<file path="config.mk">
export PLATFORM = sky130hd
export DESIGN_NAME = sme_job_feeder_flat
export DESIGN_NICKNAME = d
export VERILOG_FILES = /design/src/rtl/sme_job_feeder_if.sv /design/src/rtl/sme_job_feeder.sv /design/src/flat_wrapper.sv
export SDC_FILE = /design/constraint.sdc
export NUM_CORES = 1
export LEC_CHECK = 0
export ABC_AREA = 1
export BUFFER_PORTS_ARGS = -buffer_cell sky130_fd_sc_hd__buf_2
export CAP_MARGIN = 30
export CORE_MARGIN = 4
export CORE_UTILIZATION = 50
export CTS_CLUSTER_SIZE = 14
export DETAILED_ROUTE_END_ITERATION = 8
export HOLD_SLACK_MARGIN = 0.06
export PLACE_DENSITY = 0.65
export SLEW_MARGIN = 0
export SYNTH_ARGS = -nofsm -noshare
export SYNTH_HDL_FRONTEND = slang
export SYNTH_SLANG_ARGS = --single-unit
</file>
<file path="constraint.sdc">
create_clock -name clk -period 2.5 [get_ports clk]
set_input_delay 0 -clock clk [delete_from_list [all_inputs] [get_ports clk]]
set_output_delay 0 -clock clk [all_outputs]
set_load 0.02 [all_outputs]
</file>
<file path="src/rtl/sme_job_feeder_if.sv">
// Host byte stream, SME strobe/result and host result handshake of the SME job feeder.
// Widths are fixed by the SME: 8-bit chars, 5-bit match index.
interface sme_job_feeder_if;
  logic       in_valid;
  logic       in_ready;
  logic [7:0] in_data;
  logic [1:0] in_type;
  logic       in_last;
  logic [7:0] chardata;
  logic       isstring;
  logic       ispattern;
  logic       sme_valid;
  logic       sme_match;
  logic [4:0] sme_index;
  logic       res_valid;
  logic       res_ready;
  logic       res_match;
  logic [4:0] res_index;
  logic       res_err;
  logic       busy;

  modport slave (
    input  in_valid, in_data, in_type, in_last, sme_valid, sme_match, sme_index, res_ready,
    output in_ready, chardata, isstring, ispattern, res_valid, res_match, res_index, res_err, busy
  );

  modport master (
    output in_valid, in_data, in_type, in_last, sme_valid, sme_match, sme_index, res_ready,
    input  in_ready, chardata, isstring, ispattern, res_valid, res_match, res_index, res_err, busy
  );
endinterface

</file>
<file path="src/rtl/sme_job_feeder.sv">
// Buffers one host job (optional string + pattern), replays it to the SME as
// back-to-back strobe bursts, waits for the verdict and hands it back to the host.
module sme_job_feeder #(
  parameter int STR_MAX = 32,
  parameter int PAT_MAX = 8,
  parameter int TMO_CYC = 255
) (
  input logic             clk,
  input logic             reset,
  sme_job_feeder_if.slave bus
);

  localparam int SW = $clog2(STR_MAX + 1);
  localparam int SA = $clog2(STR_MAX);
  localparam int PW = $clog2(PAT_MAX + 1);
  localparam int PA = $clog2(PAT_MAX);

  typedef enum logic [2:0] {S_LOAD, S_SEND_S, S_SEND_P, S_WAIT, S_RESULT} state_t;

  state_t        r_state;
  logic [SW-1:0] r_s_len, r_s_idx;
  logic [PW-1:0] r_p_len, r_p_idx;
  logic          r_has_str, r_new_str, r_ovf;
  logic [7:0]    r_timer;
  logic [7:0]    r_chardata;
  logic          r_isstring, r_ispattern;
  logic          r_res_valid, r_res_match, r_res_err;
  logic [4:0]    r_res_index;
  logic [7:0]    r_str_buf [STR_MAX];
  logic [7:0]    r_pat_buf [PAT_MAX];

  logic          w_xfer, w_str_char, w_pat_char, w_str_full, w_pat_full;
  logic          w_str_we, w_pat_we, w_job_err;
  logic [SA-1:0] w_str_waddr;
  logic [7:0]    w_pat0;

  assign w_xfer      = bus.in_valid && (r_state == S_LOAD);
  assign w_str_char  = w_xfer && (bus.in_type == 2'd0);
  assign w_pat_char  = w_xfer && (bus.in_type == 2'd1);
  assign w_str_full  = (r_s_len == SW'(STR_MAX));
  assign w_pat_full  = (r_p_len == PW'(PAT_MAX));
  assign w_str_we    = w_str_char && (!r_new_str || !w_str_full);
  assign w_str_waddr = r_new_str ? r_s_len[SA-1:0] : '0;
  assign w_pat_we    = w_pat_char && !w_pat_full;
  assign w_job_err   = r_ovf || w_pat_full || (!r_new_str && !r_has_str);
  // A one-char pattern closes the job in the same cycle its char is written.
  assign w_pat0      = (r_p_len == '0) ? bus.in_data : r_pat_buf[0];

  // NOTE: buffer storage carries no reset; every entry is written before it is replayed.
  always_ff @(posedge clk) begin
    if (w_str_we) r_str_buf[w_str_waddr] <= bus.in_data;
    if (w_pat_we) r_pat_buf[r_p_len[PA-1:0]] <= bus.in_data;
  end

  always_ff @(posedge clk or posedge reset) begin
    if (reset) begin
      r_state     <= S_LOAD;
      r_s_len     <= '0;
      r_s_idx     <= '0;
      r_p_len     <= '0;
      r_p_idx     <= '0;
      r_has_str   <= 1'b0;
      r_new_str   <= 1'b0;
      r_ovf       <= 1'b0;
      r_timer     <= '0;
      r_chardata  <= '0;
      r_isstring  <= 1'b0;
      r_ispattern <= 1'b0;
      r_res_valid <= 1'b0;
      r_res_match <= 1'b0;
      r_res_index <= '0;
      r_res_err   <= 1'b0;
    end else begin
      case (r_state)
        S_LOAD: begin
          if (w_str_char) begin
            if (!r_new_str) begin
              r_new_str <= 1'b1;
              r_s_len   <= SW'(1);
            end else if (w_str_full) r_ovf <= 1'b1;
            else r_s_len <= r_s_len + SW'(1);
          end
          if (w_pat_char) begin
            if (w_pat_full) r_ovf <= 1'b1;
            else r_p_len <= r_p_len + PW'(1);
            if (bus.in_last) begin
              if (w_job_err) begin
                r_state     <= S_RESULT;
                r_res_valid <= 1'b1;
                r_res_err   <= 1'b1;
                r_res_match <= 1'b0;
                r_res_index <= '0;
              end else if (r_new_str) begin
                r_state    <= S_SEND_S;
                r_isstring <= 1'b1;
                r_chardata <= r_str_buf[0];
                r_s_idx    <= SW'(1);
              end else begin
                r_state     <= S_SEND_P;
                r_ispattern <= 1'b1;
                r_chardata  <= w_pat0;
                r_p_idx     <= PW'(1);
              end
            end
          end
        end
        S_SEND_S: begin
          r_has_str <= 1'b1;
          if (r_s_idx < r_s_len) begin
            r_chardata <= r_str_buf[r_s_idx[SA-1:0]];
            r_s_idx    <= r_s_idx + SW'(1);
          end else begin
            r_state     <= S_SEND_P;
            r_isstring  <= 1'b0;
            r_ispattern <= 1'b1;
            r_chardata  <= r_pat_buf[0];
            r_p_idx     <= PW'(1);
          end
        end
        S_SEND_P: begin
          if (r_p_idx < r_p_len) begin
            r_chardata <= r_pat_buf[r_p_idx[PA-1:0]];
            r_p_idx    <= r_p_idx + PW'(1);
          end else begin
            r_state     <= S_WAIT;
            r_ispattern <= 1'b0;
            r_chardata  <= '0;
            r_timer     <= '0;
          end
        end
        S_WAIT: begin
          if (bus.sme_valid) begin
            r_state     <= S_RESULT;
            r_res_valid <= 1'b1;
            r_res_match <= bus.sme_match;
            r_res_index <= bus.sme_index;
            r_res_err   <= 1'b0;
          end else if (r_timer == 8'(TMO_CYC - 1)) begin
            r_state     <= S_RESULT;
            r_res_valid <= 1'b1;
            r_res_match <= 1'b0;
            r_res_index <= '0;
            r_res_err   <= 1'b1;
          end else r_timer <= r_timer + 8'd1;
        end
        S_RESULT: begin
          if (bus.res_ready) begin
            r_state     <= S_LOAD;
            r_res_valid <= 1'b0;
            r_res_match <= 1'b0;
            r_res_index <= '0;
            r_res_err   <= 1'b0;
            r_p_len     <= '0;
            r_new_str   <= 1'b0;
            r_ovf       <= 1'b0;
          end
        end
        default: r_state <= S_LOAD;
      endcase
    end
  end

  assign bus.in_ready  = (r_state == S_LOAD);
  assign bus.busy      = (r_state != S_LOAD);
  assign bus.chardata  = r_chardata;
  assign bus.isstring  = r_isstring;
  assign bus.ispattern = r_ispattern;
  assign bus.res_valid = r_res_valid;
  assign bus.res_match = r_res_match;
  assign bus.res_index = r_res_index;
  assign bus.res_err   = r_res_err;

endmodule

</file>
<file path="src/flat_wrapper.sv">
// flat-port wrapper written by rule: the top's interface ports become plain ports
module sme_job_feeder_flat 
#(
  parameter int STR_MAX = 32,
  parameter int PAT_MAX = 8,
  parameter int TMO_CYC = 255
)
  (clk, reset, bus_in_valid, bus_in_data, bus_in_type, bus_in_last, bus_sme_valid, bus_sme_match, bus_sme_index, bus_res_ready, bus_in_ready, bus_chardata, bus_isstring, bus_ispattern, bus_res_valid, bus_res_match, bus_res_index, bus_res_err, bus_busy);
  sme_job_feeder_if bus_i ();
  input logic clk;
  input logic reset;
  input wire logic [$bits(bus_i.in_valid)-1:0] bus_in_valid;
  input wire logic [$bits(bus_i.in_data)-1:0] bus_in_data;
  input wire logic [$bits(bus_i.in_type)-1:0] bus_in_type;
  input wire logic [$bits(bus_i.in_last)-1:0] bus_in_last;
  input wire logic [$bits(bus_i.sme_valid)-1:0] bus_sme_valid;
  input wire logic [$bits(bus_i.sme_match)-1:0] bus_sme_match;
  input wire logic [$bits(bus_i.sme_index)-1:0] bus_sme_index;
  input wire logic [$bits(bus_i.res_ready)-1:0] bus_res_ready;
  output wire logic [$bits(bus_i.in_ready)-1:0] bus_in_ready;
  output wire logic [$bits(bus_i.chardata)-1:0] bus_chardata;
  output wire logic [$bits(bus_i.isstring)-1:0] bus_isstring;
  output wire logic [$bits(bus_i.ispattern)-1:0] bus_ispattern;
  output wire logic [$bits(bus_i.res_valid)-1:0] bus_res_valid;
  output wire logic [$bits(bus_i.res_match)-1:0] bus_res_match;
  output wire logic [$bits(bus_i.res_index)-1:0] bus_res_index;
  output wire logic [$bits(bus_i.res_err)-1:0] bus_res_err;
  output wire logic [$bits(bus_i.busy)-1:0] bus_busy;
  assign bus_i.in_valid = bus_in_valid;
  assign bus_i.in_data = bus_in_data;
  assign bus_i.in_type = bus_in_type;
  assign bus_i.in_last = bus_in_last;
  assign bus_i.sme_valid = bus_sme_valid;
  assign bus_i.sme_match = bus_sme_match;
  assign bus_i.sme_index = bus_sme_index;
  assign bus_i.res_ready = bus_res_ready;
  assign bus_in_ready = bus_i.in_ready;
  assign bus_chardata = bus_i.chardata;
  assign bus_isstring = bus_i.isstring;
  assign bus_ispattern = bus_i.ispattern;
  assign bus_res_valid = bus_i.res_valid;
  assign bus_res_match = bus_i.res_match;
  assign bus_res_index = bus_i.res_index;
  assign bus_res_err = bus_i.res_err;
  assign bus_busy = bus_i.busy;
  sme_job_feeder #(.STR_MAX(STR_MAX), .PAT_MAX(PAT_MAX), .TMO_CYC(TMO_CYC)) u_core (.clk(clk), .reset(reset), .bus(bus_i));
endmodule
</file>
==> out/summary.txt <==
wire per inst -> 19.1 microns
CP Launch Type -> flop
CP max FO -> 10
yosys warns -> 0
Mapped Cells -> 1584
biggest area consumer among synthesized cells -> edfxtp_1
ANT cells -> 0
Slowest-stage cell, CP -> dlygate4sd3_1
worst-skew pair later-pin latency -> 0.54 ns
sequential area share after synthesis -> 0.667
status -> completed
number of synthesized flops with an enable pin -> 320
Comb pwr share -> 0.354
Largest stage delay, worst path -> 0.58 ns
count leader, synth -> nand2_1
Pwr Density -> 1040 mW/mm^2
drt via density -> 5.40
Cell variety after synth -> 41
initial antenna violation count -> 0
NumNets Final -> 1751
PortBufs -> 41
first-pass GRT wire length -> 64500 microns
Cell Area, Placed -> 0.0175 sq mm
final wirelength -> 41600 microns
Fillers -> 2620
Lkg Pwr -> 0.00753 uW
Int Power -> 12300 uW
DRT iter0 DRCs -> 1180
Routed Antenna Nets -> 0
Remaining Overflow, GRT -> 0
CTS tree -> done
Max Clk Rate -> 404 MHz
unrepaired setup endpoints after global routing -> true
CP arrival -> 2.95 ns
most frequent cells after synthesis -> nand2_1, edfxtp_1, nand3_1, nor2_1, inv_1
Mean Syn Cell Area -> 10.3 sq um
die area -> 0.0357 sq mm
final setup fails -> 0
I/O pin cnt -> 42
Clock power frac -> 0.270
most used cell, CP -> nand2_1
top cell type's share of synthesized area -> 0.587
Syn Std Cell Area -> 0.0164 sq mm
cell family with most CP delay -> buffers and inverters
Initial Util -> 0.513
actual slew at the worst max-slew pin -> 0.735 ns
die height -> 189 microns
largest net degree at the start of global routing -> 131
clk slew on worst S/H paths -> 0.06 ns
CP Class -> reg2reg
gp weighted congestion -> 0.887
sequential cell fraction of total power -> 0.376
DR pass1 iterations -> 5
Detailed Place HPWL -> 26900 microns
share of cells above drive strength 1 -> 0.129
CTS Buffer Depth -> 3
Die X -> 189 microns
vias in the first global route -> 11294
DR vias -> 11751
Period minus WS final -> 2.48 ns
Area Growth Syn to Fin -> 16.0%
final slew viol count -> 0
# rows -> 65
CP cell instances -> buf_4 > nand2_1 > nor2_4 > inv_4 > nor2_4 > nand2_1 > dlygate4sd3_1 > nand2_1 > dlygate4sd3_1
Core Region -> 0.0319 sq mm
H-tree levels -> 2
post-route cell area -> 0.0190 sq mm
total clock sinks -> 372
Sw Share -> 0.377
Final period util -> 0.990
Mapped Nets -> 1622
Synth area leaders -> edfxtp_1, nand2_1, dfrtp_1
clk root buf -> clkbuf_16
Slew HR -> 0.510
ys flop type -> edfxtp_1
maximum VDD drop -> 634 uV
sw power -> 7430 uW
Final Hold Viols -> 0
Yosys reg bits -> 372
class of the worst hold path -> in2reg
DRC errors left -> 0
final hold slack -> 0.0801 ns
WP buf/inv -> 4
CP required -> 2.98 ns
GRT Util Overall -> 0.232
max cap viols -> 0
Worst Skew -> 0.0294 ns
Setup crit end kind -> flop
Num CTS Buffers -> 39
Async S/R FF share, synth -> 0.140
worst reg2reg max path: stages (launching register included):
cell and delay, ns:
dfrtp_1 0.36, buf_4 0.16, nand2_1 0.09, nor2_4 0.21
inv_4 0.11, nor2_4 0.21, nand2_1 0.09, dlygate4sd3_1 0.58
nand2_1 0.07, dlygate4sd3_1 0.53
final cells by class:
type | count | area (sq um) | area share
timing repair buffer | 156 | 1210 | 0.0636
multi-input combinational | 1066 | 4860 | 0.256
clock inverter | 14 | 76.3 | 0.00402
sequential | 372 | 10900 | 0.575
tap | 435 | 544 | 0.0287
inverter | 78 | 297 | 0.0156
clock buffer | 56 | 1080 | 0.0570
power groups by stage:
stage | registers [uW] | clock network (uW) | logic, uW
after floorplan | 7630 | 0 | 4590
after global placement | 7520 | 0 | 6700
after detailed placement | 7520 | 0 | 6790
after CTS | 7400 | 5400 | 6870
after global routing | 7450 | 5690 | 7800
final | 7420 | 5320 | 6980
metrics by stage:
step / std cells / power (uW) / TNS [ns] / utilization / setup slack, ns
2_1_floorplan: 1584 / 12200 / 0 / - / 0.160
3_3_place_gp: 2070 / 14200 / 0 / 0.547 / 0.213
3_5_place_dp: 2070 / 14300 / 0 / 0.547 / 0.145
4_1_cts: 2170 / 19700 / 0 / 0.593 / 0.0263
5_1_grt: 2177 / 20900 / -0.133 / 0.595 / -0.119
6_report: 2177 / 19700 / 0 / 0.595 / 0.0244
final timing paths:
path	startpoint	end	slack (ns)	depth (start not counted)
hold / removal	bus_in_data[7]	u_core.bus.chardata[7]	0.08	7
max in group asynchronous	reset	u_core.bus.chardata[5]	1.74	4
setup / recovery	u_core.r_state[1]	u_core.bus.res_index[4]	0.02	9
min in group asynchronous	reset	u_core.r_state[1]	0.11	3
hold reg to reg	u_core.bus.res_match	u_core.bus.res_match	0.47	2
setup reg to reg	u_core.r_state[1]	u_core.bus.res_index[4]	0.02	9
cells by family (layout without fill, tap and decap cells):
| logic type | after synthesis | in the layout | synth area share |
|---|---|---|---|
| XOR/XNOR | 14 | 14 | 0.00750 |
| flip-flops | 372 | 372 | 0.667 |
| adder cells (fa/ha/maj) | 16 | 16 | 0.0122 |
| buffers and inverters | 146 | 304 | 0.0371 |
| AO/OA/AOI/OAI | 96 | 96 | 0.0317 |
| AND/OR/NAND/NOR | 940 | 940 | 0.244 |
cell usage in the layout, fill, tap and decap left out, types with 3 or more instances in the layout:
master         count
nand2_2            3
o21ai_0           28
nand3_2            3
ha_1              16
nand3_1          228
inv_2             13
buf_12             5
clkbuf_16         40
nor2_1           112
nor3_1             8
clkinv_2           3
clkbuf_1          14
buf_2             41
edfxtp_1         320
a21oi_1           50
nand4_1            8
dfrtp_1           49
or2_2              4
o21ai_1            8
buf_4             80
nor3_4             3
dlygate4sd3_1     30
nor2_2            12
inv_1             63
xor2_1            11
nand2_1          550
clkinv_1           9
xnor2_1            3
registers in the layout, summed over array words and instances (netlist names):
register,flops
u_core.bus.chardata,8
u_core.bus.ispattern,1
u_core.bus.isstring,1
u_core.bus.res_err,1
u_core.bus.res_index,5
u_core.bus.res_match,1
u_core.bus.res_valid,1
u_core.r_has_str,1
u_core.r_new_str,1
u_core.r_ovf,1
u_core.r_p_idx,4
u_core.r_p_len,4
u_core.r_pat_buf,64
u_core.r_s_idx,6
u_core.r_s_len,6
u_core.r_state,3
u_core.r_str_buf,256
u_core.r_timer,8
routing by layer:
metal  routed length [microns]  up-vias  track usage
met5                         0        -            0
met4                      1300        0       0.0732
met3                      2800       87       0.0341
met2                     20200      430        0.384
met1                     17400     5606        0.320
li1                          -     5628            -
repair_timing:
item | 4_1_cts | 5_1_grt
hold buffers | 30 | 0
resized for setup | 0 | 7
endpoints found under the hold margin | 162 | 0
setup endpoints to repair | 0 | 66
buffers inserted | 0 | 7
(Power assumes the default switching activity.)
